<file path="src/rtl/mips_pkg.sv">
// Shared MIPS execute-stage definitions: funct codes and the HI/LO unit state encoding.
package mips_pkg;

    localparam logic [5:0] FUNCT_MTHI  = 6'b010001;
    localparam logic [5:0] FUNCT_MTLO  = 6'b010011;
    localparam logic [5:0] FUNCT_MULT  = 6'b011000;
    localparam logic [5:0] FUNCT_MULTU = 6'b011001;
    localparam logic [5:0] FUNCT_DIV   = 6'b011010;
    localparam logic [5:0] FUNCT_DIVU  = 6'b011011;

    typedef enum logic [1:0] {
        IDLE,
        MULT,
        DIV,
        FINISH
    } hilo_state_t;

endpackage

</file>
<file path="src/rtl/hi_lo_iteration_step.sv">
// One radix-2 iteration: shift-add multiply or restoring divide on an
// accumulator/shift-register pair. Purely combinational.
module hi_lo_iteration_step #(
    parameter int WIDTH = 32
) (
    input  logic             is_div,
    input  logic [WIDTH-1:0] acc,
    input  logic [WIDTH-1:0] shreg,
    input  logic [WIDTH-1:0] operand,
    output logic [WIDTH-1:0] acc_next,
    output logic [WIDTH-1:0] shreg_next
);

    logic [WIDTH:0]   sum;
    logic [WIDTH:0]   rem_shift;
    logic [WIDTH-1:0] diff;
    logic             ge;

    always_comb begin
        sum        = {1'b0, acc} + (shreg[0] ? {1'b0, operand} : '0);
        rem_shift  = {acc, shreg[WIDTH-1]};
        ge         = rem_shift >= {1'b0, operand};
        // when ge holds the true difference fits in WIDTH bits
        diff       = rem_shift[WIDTH-1:0] - operand;
        acc_next   = '0;
        shreg_next = '0;
        if (is_div) begin
            acc_next   = ge ? diff : rem_shift[WIDTH-1:0];
            shreg_next = {shreg[WIDTH-2:0], ge};
        end else begin
            acc_next   = sum[WIDTH:1];
            shreg_next = {sum[0], shreg[WIDTH-1:1]};
        end
    end

endmodule

</file>
<file path="src/rtl/hi_lo_multiply_divide_unit.sv">
// Execute-stage HI/LO unit: iterative MULT/MULTU/DIV/DIVU plus MTHI/MTLO,
// owning the architectural HI and LO registers.
module hi_lo_multiply_divide_unit
    import mips_pkg::*;
#(
    parameter int WIDTH       = 32,
    parameter int COUNT_WIDTH = 6
) (
    input  logic             clk,
    input  logic             reset_n,
    input  logic             instruction_valid,
    input  logic [5:0]       ALU_function,
    input  logic             HI_register_write,
    input  logic             LO_register_write,
    input  logic [WIDTH-1:0] operand_A,
    input  logic [WIDTH-1:0] operand_B,
    output logic [WIDTH-1:0] HI,
    output logic [WIDTH-1:0] LO,
    output logic             busy,
    output logic             done
);

    hilo_state_t state_q, state_d;

    logic [COUNT_WIDTH-1:0] counter_q;
    logic [WIDTH-1:0]       acc_q, shreg_q, operand_q, dividend_q;
    logic [WIDTH-1:0]       acc_next, shreg_next;
    logic [WIDTH-1:0]       hi_q, lo_q;
    logic                   is_div_q, neg_q, neg_r_q, div_zero_q, done_q;

    logic                   start, mthi, mtlo, start_div, signed_op;
    logic [WIDTH-1:0]       mag_a, mag_b;
    logic [2*WIDTH-1:0]     product, product_fix;
    logic [WIDTH-1:0]       quotient_fix, remainder_fix;

    always_comb begin
        start = instruction_valid & HI_register_write & LO_register_write &
                ((ALU_function == FUNCT_MULT) | (ALU_function == FUNCT_MULTU) |
                 (ALU_function == FUNCT_DIV)  | (ALU_function == FUNCT_DIVU));
        mthi  = instruction_valid & HI_register_write & ~LO_register_write &
                (ALU_function == FUNCT_MTHI);
        mtlo  = instruction_valid & LO_register_write & ~HI_register_write &
                (ALU_function == FUNCT_MTLO);
        start_div = (ALU_function == FUNCT_DIV) | (ALU_function == FUNCT_DIVU);
        signed_op = (ALU_function == FUNCT_DIV) | (ALU_function == FUNCT_MULT);
        mag_a = (signed_op & operand_A[WIDTH-1]) ? -operand_A : operand_A;
        mag_b = (signed_op & operand_B[WIDTH-1]) ? -operand_B : operand_B;
    end

    always_comb begin
        state_d = state_q;
        unique case (state_q)
            IDLE:     if (start) state_d = start_div ? DIV : MULT;
            MULT,
            DIV:      if (counter_q == COUNT_WIDTH'(WIDTH - 1)) state_d = FINISH;
            FINISH:   state_d = IDLE;
            default:  state_d = IDLE;
        endcase
    end

    hi_lo_iteration_step #(
        .WIDTH (WIDTH)
    ) u_step (
        .is_div     (is_div_q),
        .acc        (acc_q),
        .shreg      (shreg_q),
        .operand    (operand_q),
        .acc_next   (acc_next),
        .shreg_next (shreg_next)
    );

    // sign fixup on magnitudes; a zero divisor bypasses it entirely
    always_comb begin
        product       = {acc_q, shreg_q};
        product_fix   = neg_q ? -product : product;
        quotient_fix  = neg_q ? -shreg_q : shreg_q;
        remainder_fix = neg_r_q ? -acc_q : acc_q;
    end

    always_ff @(posedge clk or negedge reset_n) begin
        if (!reset_n) begin
            state_q    <= IDLE;
            counter_q  <= '0;
            acc_q      <= '0;
            shreg_q    <= '0;
            operand_q  <= '0;
            dividend_q <= '0;
            is_div_q   <= 1'b0;
            neg_q      <= 1'b0;
            neg_r_q    <= 1'b0;
            div_zero_q <= 1'b0;
            hi_q       <= '0;
            lo_q       <= '0;
            done_q     <= 1'b0;
        end else begin
            state_q <= state_d;
            done_q  <= 1'b0;
            unique case (state_q)
                IDLE: begin
                    if (start) begin
                        counter_q  <= '0;
                        acc_q      <= '0;
                        shreg_q    <= start_div ? mag_a : mag_b;
                        operand_q  <= start_div ? mag_b : mag_a;
                        dividend_q <= operand_A;
                        is_div_q   <= start_div;
                        neg_q      <= signed_op & (operand_A[WIDTH-1] ^ operand_B[WIDTH-1]);
                        neg_r_q    <= signed_op & operand_A[WIDTH-1];
                        div_zero_q <= (operand_B == '0);
                    end else if (mthi) begin
                        hi_q <= operand_A;
                    end else if (mtlo) begin
                        lo_q <= operand_A;
                    end
                end
                MULT,
                DIV: begin
                    acc_q     <= acc_next;
                    shreg_q   <= shreg_next;
                    counter_q <= counter_q + 1'b1;
                end
                FINISH: begin
                    done_q <= 1'b1;
                    if (!is_div_q) begin
                        hi_q <= product_fix[2*WIDTH-1:WIDTH];
                        lo_q <= product_fix[WIDTH-1:0];
                    end else if (div_zero_q) begin
                        hi_q <= dividend_q;
                        lo_q <= '1;
                    end else begin
                        hi_q <= remainder_fix;
                        lo_q <= quotient_fix;
                    end
                end
                default: ;
            endcase
        end
    end

    assign busy = (state_q != IDLE);
    assign done = done_q;
    assign HI   = hi_q;
    assign LO   = lo_q;

endmodule

</file>
<file path="config.mk">
export PLATFORM = sky130hd
export DESIGN_NAME = hi_lo_multiply_divide_unit
export DESIGN_NICKNAME = d
export VERILOG_FILES = /design/src/rtl/mips_pkg.sv /design/src/rtl/hi_lo_iteration_step.sv /design/src/rtl/hi_lo_multiply_divide_unit.sv
export SDC_FILE = /design/constraint.sdc
export NUM_CORES = 1
export LEC_CHECK = 0
export CAP_MARGIN = 10
export CELL_PAD_IN_SITES_DETAIL_PLACEMENT = 2
export CELL_PAD_IN_SITES_GLOBAL_PLACEMENT = 2
export CORE_MARGIN = 2
export CORE_UTILIZATION = 38
export CTS_CLUSTER_DIAMETER = 60
export DETAILED_ROUTE_END_ITERATION = 16
export PLACE_DENSITY = 0.95
export REMOVE_ABC_BUFFERS = 1
export SKIP_CTS_REPAIR_TIMING = 1
export SYNTH_ARGS = -nofsm -noshare
export SYNTH_HDL_FRONTEND = slang
export SYNTH_SLANG_ARGS = --single-unit
</file>
<file path="constraint.sdc">
create_clock -name clk -period 6.1 [get_ports clk]
set_input_delay 1.22 -clock clk [delete_from_list [all_inputs] [get_ports clk]]
set_output_delay 1.22 -clock clk [all_outputs]
set_load 0.03 [all_outputs]
</file>
==> results.json <==
{
  "status": "completed",
  "cts_sinks": 205,
  "cp_slowest_cell": "a31oi_4",
  "use_met2_pct": 68.3,
  "timing.final.ws_setup_ps": 882,
  "seq_area_mm2": 0.00513,
  "dr.pass1.iters": 5,
  "power.density_mw_per_mm2": 576,
  "drt-total-wl_mm": 96.9,
  "mappedNetlistArea_mm2": 0.0170,
  "vdd_drop_max_mv": 0.808,
  "rr_worst_depth": 12,
  "crit_type": "flop to flop",
  "cts_tree": "done",
  "drc": 0,
  "clk_pin_slew_ps": 70,
  "synth.top_cells.by_area": "dfrtp_1 30%, o21ai_0 7.2%, xnor2_1 6.8%",
  "io_buffers": 140,
  "drv_slew": 0,
  "overflow": 0,
  "setup_viol": 0,
  "cp-start-kind": "flop",
  "ant_nets": 0,
  "synth_top_area_cell": "dfrtp_1",
  "clock_latency_ps": 610,
  "p_leak_nw": 8.17,
  "area_growth_pct": 17.2,
  "fin_skew_ps": 21.8,
  "min_period_ps": 5220,
  "ioPinCount": 141,
  "gr-usage-met3_pct": 9.21,
  "antenna_found_initial": 3,
  "synth_seq_cells": 205,
  "rows": 77,
  "critPathMaxStageDelay_ps": 910,
  "grt_pass1_wl_mm": 145,
  "pre_cts_ws_ps": 903,
  "cp-end-kind": "flop",
  "dr_total_vias": 19800,
  "hold_depth": 2,
  "crit_required_ps": 6580,
  "met1_usage_pct": 46.6,
  "grt_max_degree": 95,
  "fmax_mhz": 192,
  "maxCapViolCount": 0,
  "ys_dominant_reg_cell": "dfrtp_1",
  "cts_buffers": 30,
  "crit_arrival_ps": 5700,
  "synth_warnings": 0,
  "fillerInstances": 4896,
  "crit_fanout": 21,
  "relSlewSlack_pct": 14.0,
  "yosysUniqueCellTypes": 84,
  "fin_crit_sh_pct": 85.5,
  "h-tree-depth": 1,
  "final_nets": 2360,
  "dp_hpwl_mm": 60.4,
  "ys_async_sr_fraction_pct": 100,
  "total_power_w": 0.0115,
  "rsz0062_at_grt": "no",
  "top_usage_layer": "met2",
  "min-delay-path-class": "flop to flop",
  "syn-mean-instance-area_um2": 7.88,
  "avgViaCountPerCell": 6.99,
  "synth_seq_area_share_pct": 30.2,
  "synth_top_area_share_pct": 30.2,
  "core_mm2": 0.0441,
  "initialDrtViolationCount": 2437,
  "die_area_mm2": 0.0463,
  "tightestPinTransition_ps": 1290,
  "start_util_pct": 38.4,
  "gp_congestion": 0.962,
  "multi_input_area_mm2": 0.0111,
  "grt_util_all_layers_pct": 40.9,
  "grt_pass1_vias": 21900,
  "synth_edf_count": 0,
  "synth_cells": 2153,
  "wl_per_cell_um": 34.2,
  "crit_chain": "ha_1 -> and4_1 -> nand3_1 -> a21oi_1 -> nor3_1 -> a211oi_1 -> o311ai_1 -> a31oi_4 -> buf_4 -> mux2i_1 -> nor2_1 -> a221o_1",
  "fp.dieH_um": 215,
  "drive_gt1_share_pct": 8.23,
  "cts_max_path_buffers": 3,
  "die_w_um": 215,
  "hold_viol_final": 0,
  "root_buffer": "clkbuf_16"
}
==> synth_stat cells (12+ instances only) <==
cell type  count
nor2b_1       15
nand2_1      244
inv_1         66
o211ai_1      16
mux2i_1       44
and3_1        16
nor3_1        31
a21o_1        23
o21ai_1       14
nand2b_1      19
nand3_1       25
mux2_2        64
nand4_1       16
nor2_1       204
dfrtp_1      205
o31ai_1       26
or3_1         20
a22oi_1       21
and2_1        21
a21oi_1      189
o21ai_0      245
ha_1          72
or4_1         12
o41ai_1       13
nor4_1        14
xnor2_1      132
clkbuf_1     127
a211oi_1      39
xor2_1        43
o22ai_1       37
==> cell families (layout without fill, tap and decap cells) <==
logic type	after synthesis	count (layout)	share of synthesized area [%]
AO/OA/AOI/OAI	710	710	25.2
XOR/XNOR	175	175	9.04
adder cells (fa/ha/maj)	74	74	5.55
buffers and inverters	210	292	4.76
flip-flops	205	205	30.2
multiplexers	108	108	6.84
other	0	4	0
AND/OR/NAND/NOR	671	671	18.4
==> through the flow <==
step | cell area, um2 | hold slack, ps | TNS, ps | util (%) | cells
final | 19900 | 502 | 0 | 45.1 | 2831
after global routing | 19900 | 522 | 0 | 45.0 | 2827
after CTS | 19900 | 497 | 0 | 45.0 | 2827
after detailed placement | 18800 | 470 | 0 | 42.7 | 2771
after global placement | 18800 | 461 | 0 | 42.7 | 2771
after floorplan | 16400 | 450 | -71550 | - | 2009
==> path summary, 6_finish.rpt <==
path / startpoint / to / slack (ps)
max: acc_q[7] / acc_q[28] / 880
min: dividend_q[17] / dividend_q[17] / 500
max reg2reg: acc_q[7] / acc_q[28] / 880
min reg2reg: dividend_q[17] / dividend_q[17] / 500
max in group asynchronous: reset_n / is_div_q / 3810
min in group asynchronous: reset_n / acc_q[17] / 640
==> worst max-delay path, delay by kind of cell, from the launching register on <==
| kind | cells | cell delay [ps] |
|---|---|---|
| AO/OA/AOI/OAI | 5 | 2520 |
| AND/OR/NAND/NOR | 4 | 800 |
| flip-flops | 1 | 570 |
| adder cells (fa/ha/maj) | 1 | 490 |
| multiplexers | 1 | 360 |
| buffers and inverters | 1 | 350 |
==> registers in the layout, summed over array words and instances (netlist names), 2 cells and up <==
signal      flops
HI             32
LO             32
acc_q          32
dividend_q     32
operand_q      32
shreg_q        32
counter_q       6
state_q         2
==> final cells by class <==
class	count	share of cell area, %
diodes	4	0.0504
clock buffers	36	4.10
clock inverters	20	1.06
inverters	66	1.25
multi-input cells	1738	55.8
flip-flops and latches	205	25.8
well taps	592	3.73
repair buffers	170	8.21
==> layer usage <==
layer	vias to the layer above	part of all wire, %
met1	9940	36
met2	1435	47
li1	7859	-
met5	-	0.015
met4	2	8.3
met3	549	8.6
==> layout by cell type (no fill, tap or decap), types with 19 or more instances in the layout <==
cell type        synthesis  routed
o31ai_1                 26      26
o22ai_1                 37      36
or3_1                   20      20
dfrtp_1                205     204
clkdlybuf4s50_1          0     139
a22oi_1                 21      21
a21o_1                  23      23
nand2_1                244     243
nand2b_1                19      19
mux2i_1                 44      44
xor2_1                  43      43
a21oi_1                189     189
a211oi_1                39      39
mux2_2                  64      64
and2_1                  21      21
inv_1                   66      66
o21ai_0                245     244
nor2_1                 204     201
xnor2_1                132     132
nor3_1                  31      31
nand3_1                 25      24
ha_1                    72      70
clkbuf_16                0      31
buf_4                    0      30
==> where the power goes <==
| group | switching, W | internal [W] | total, W |
|---|---|---|---|
| registers | 0.000759 | 0.00181 | 0.00257 |
| logic | 0.00461 | 0.00237 | 0.00698 |
| clock network | 0.000815 | 0.00109 | 0.00190 |
| total | 0.00619 | 0.00526 | 0.0115 |
(Power assumes the default switching activity.)
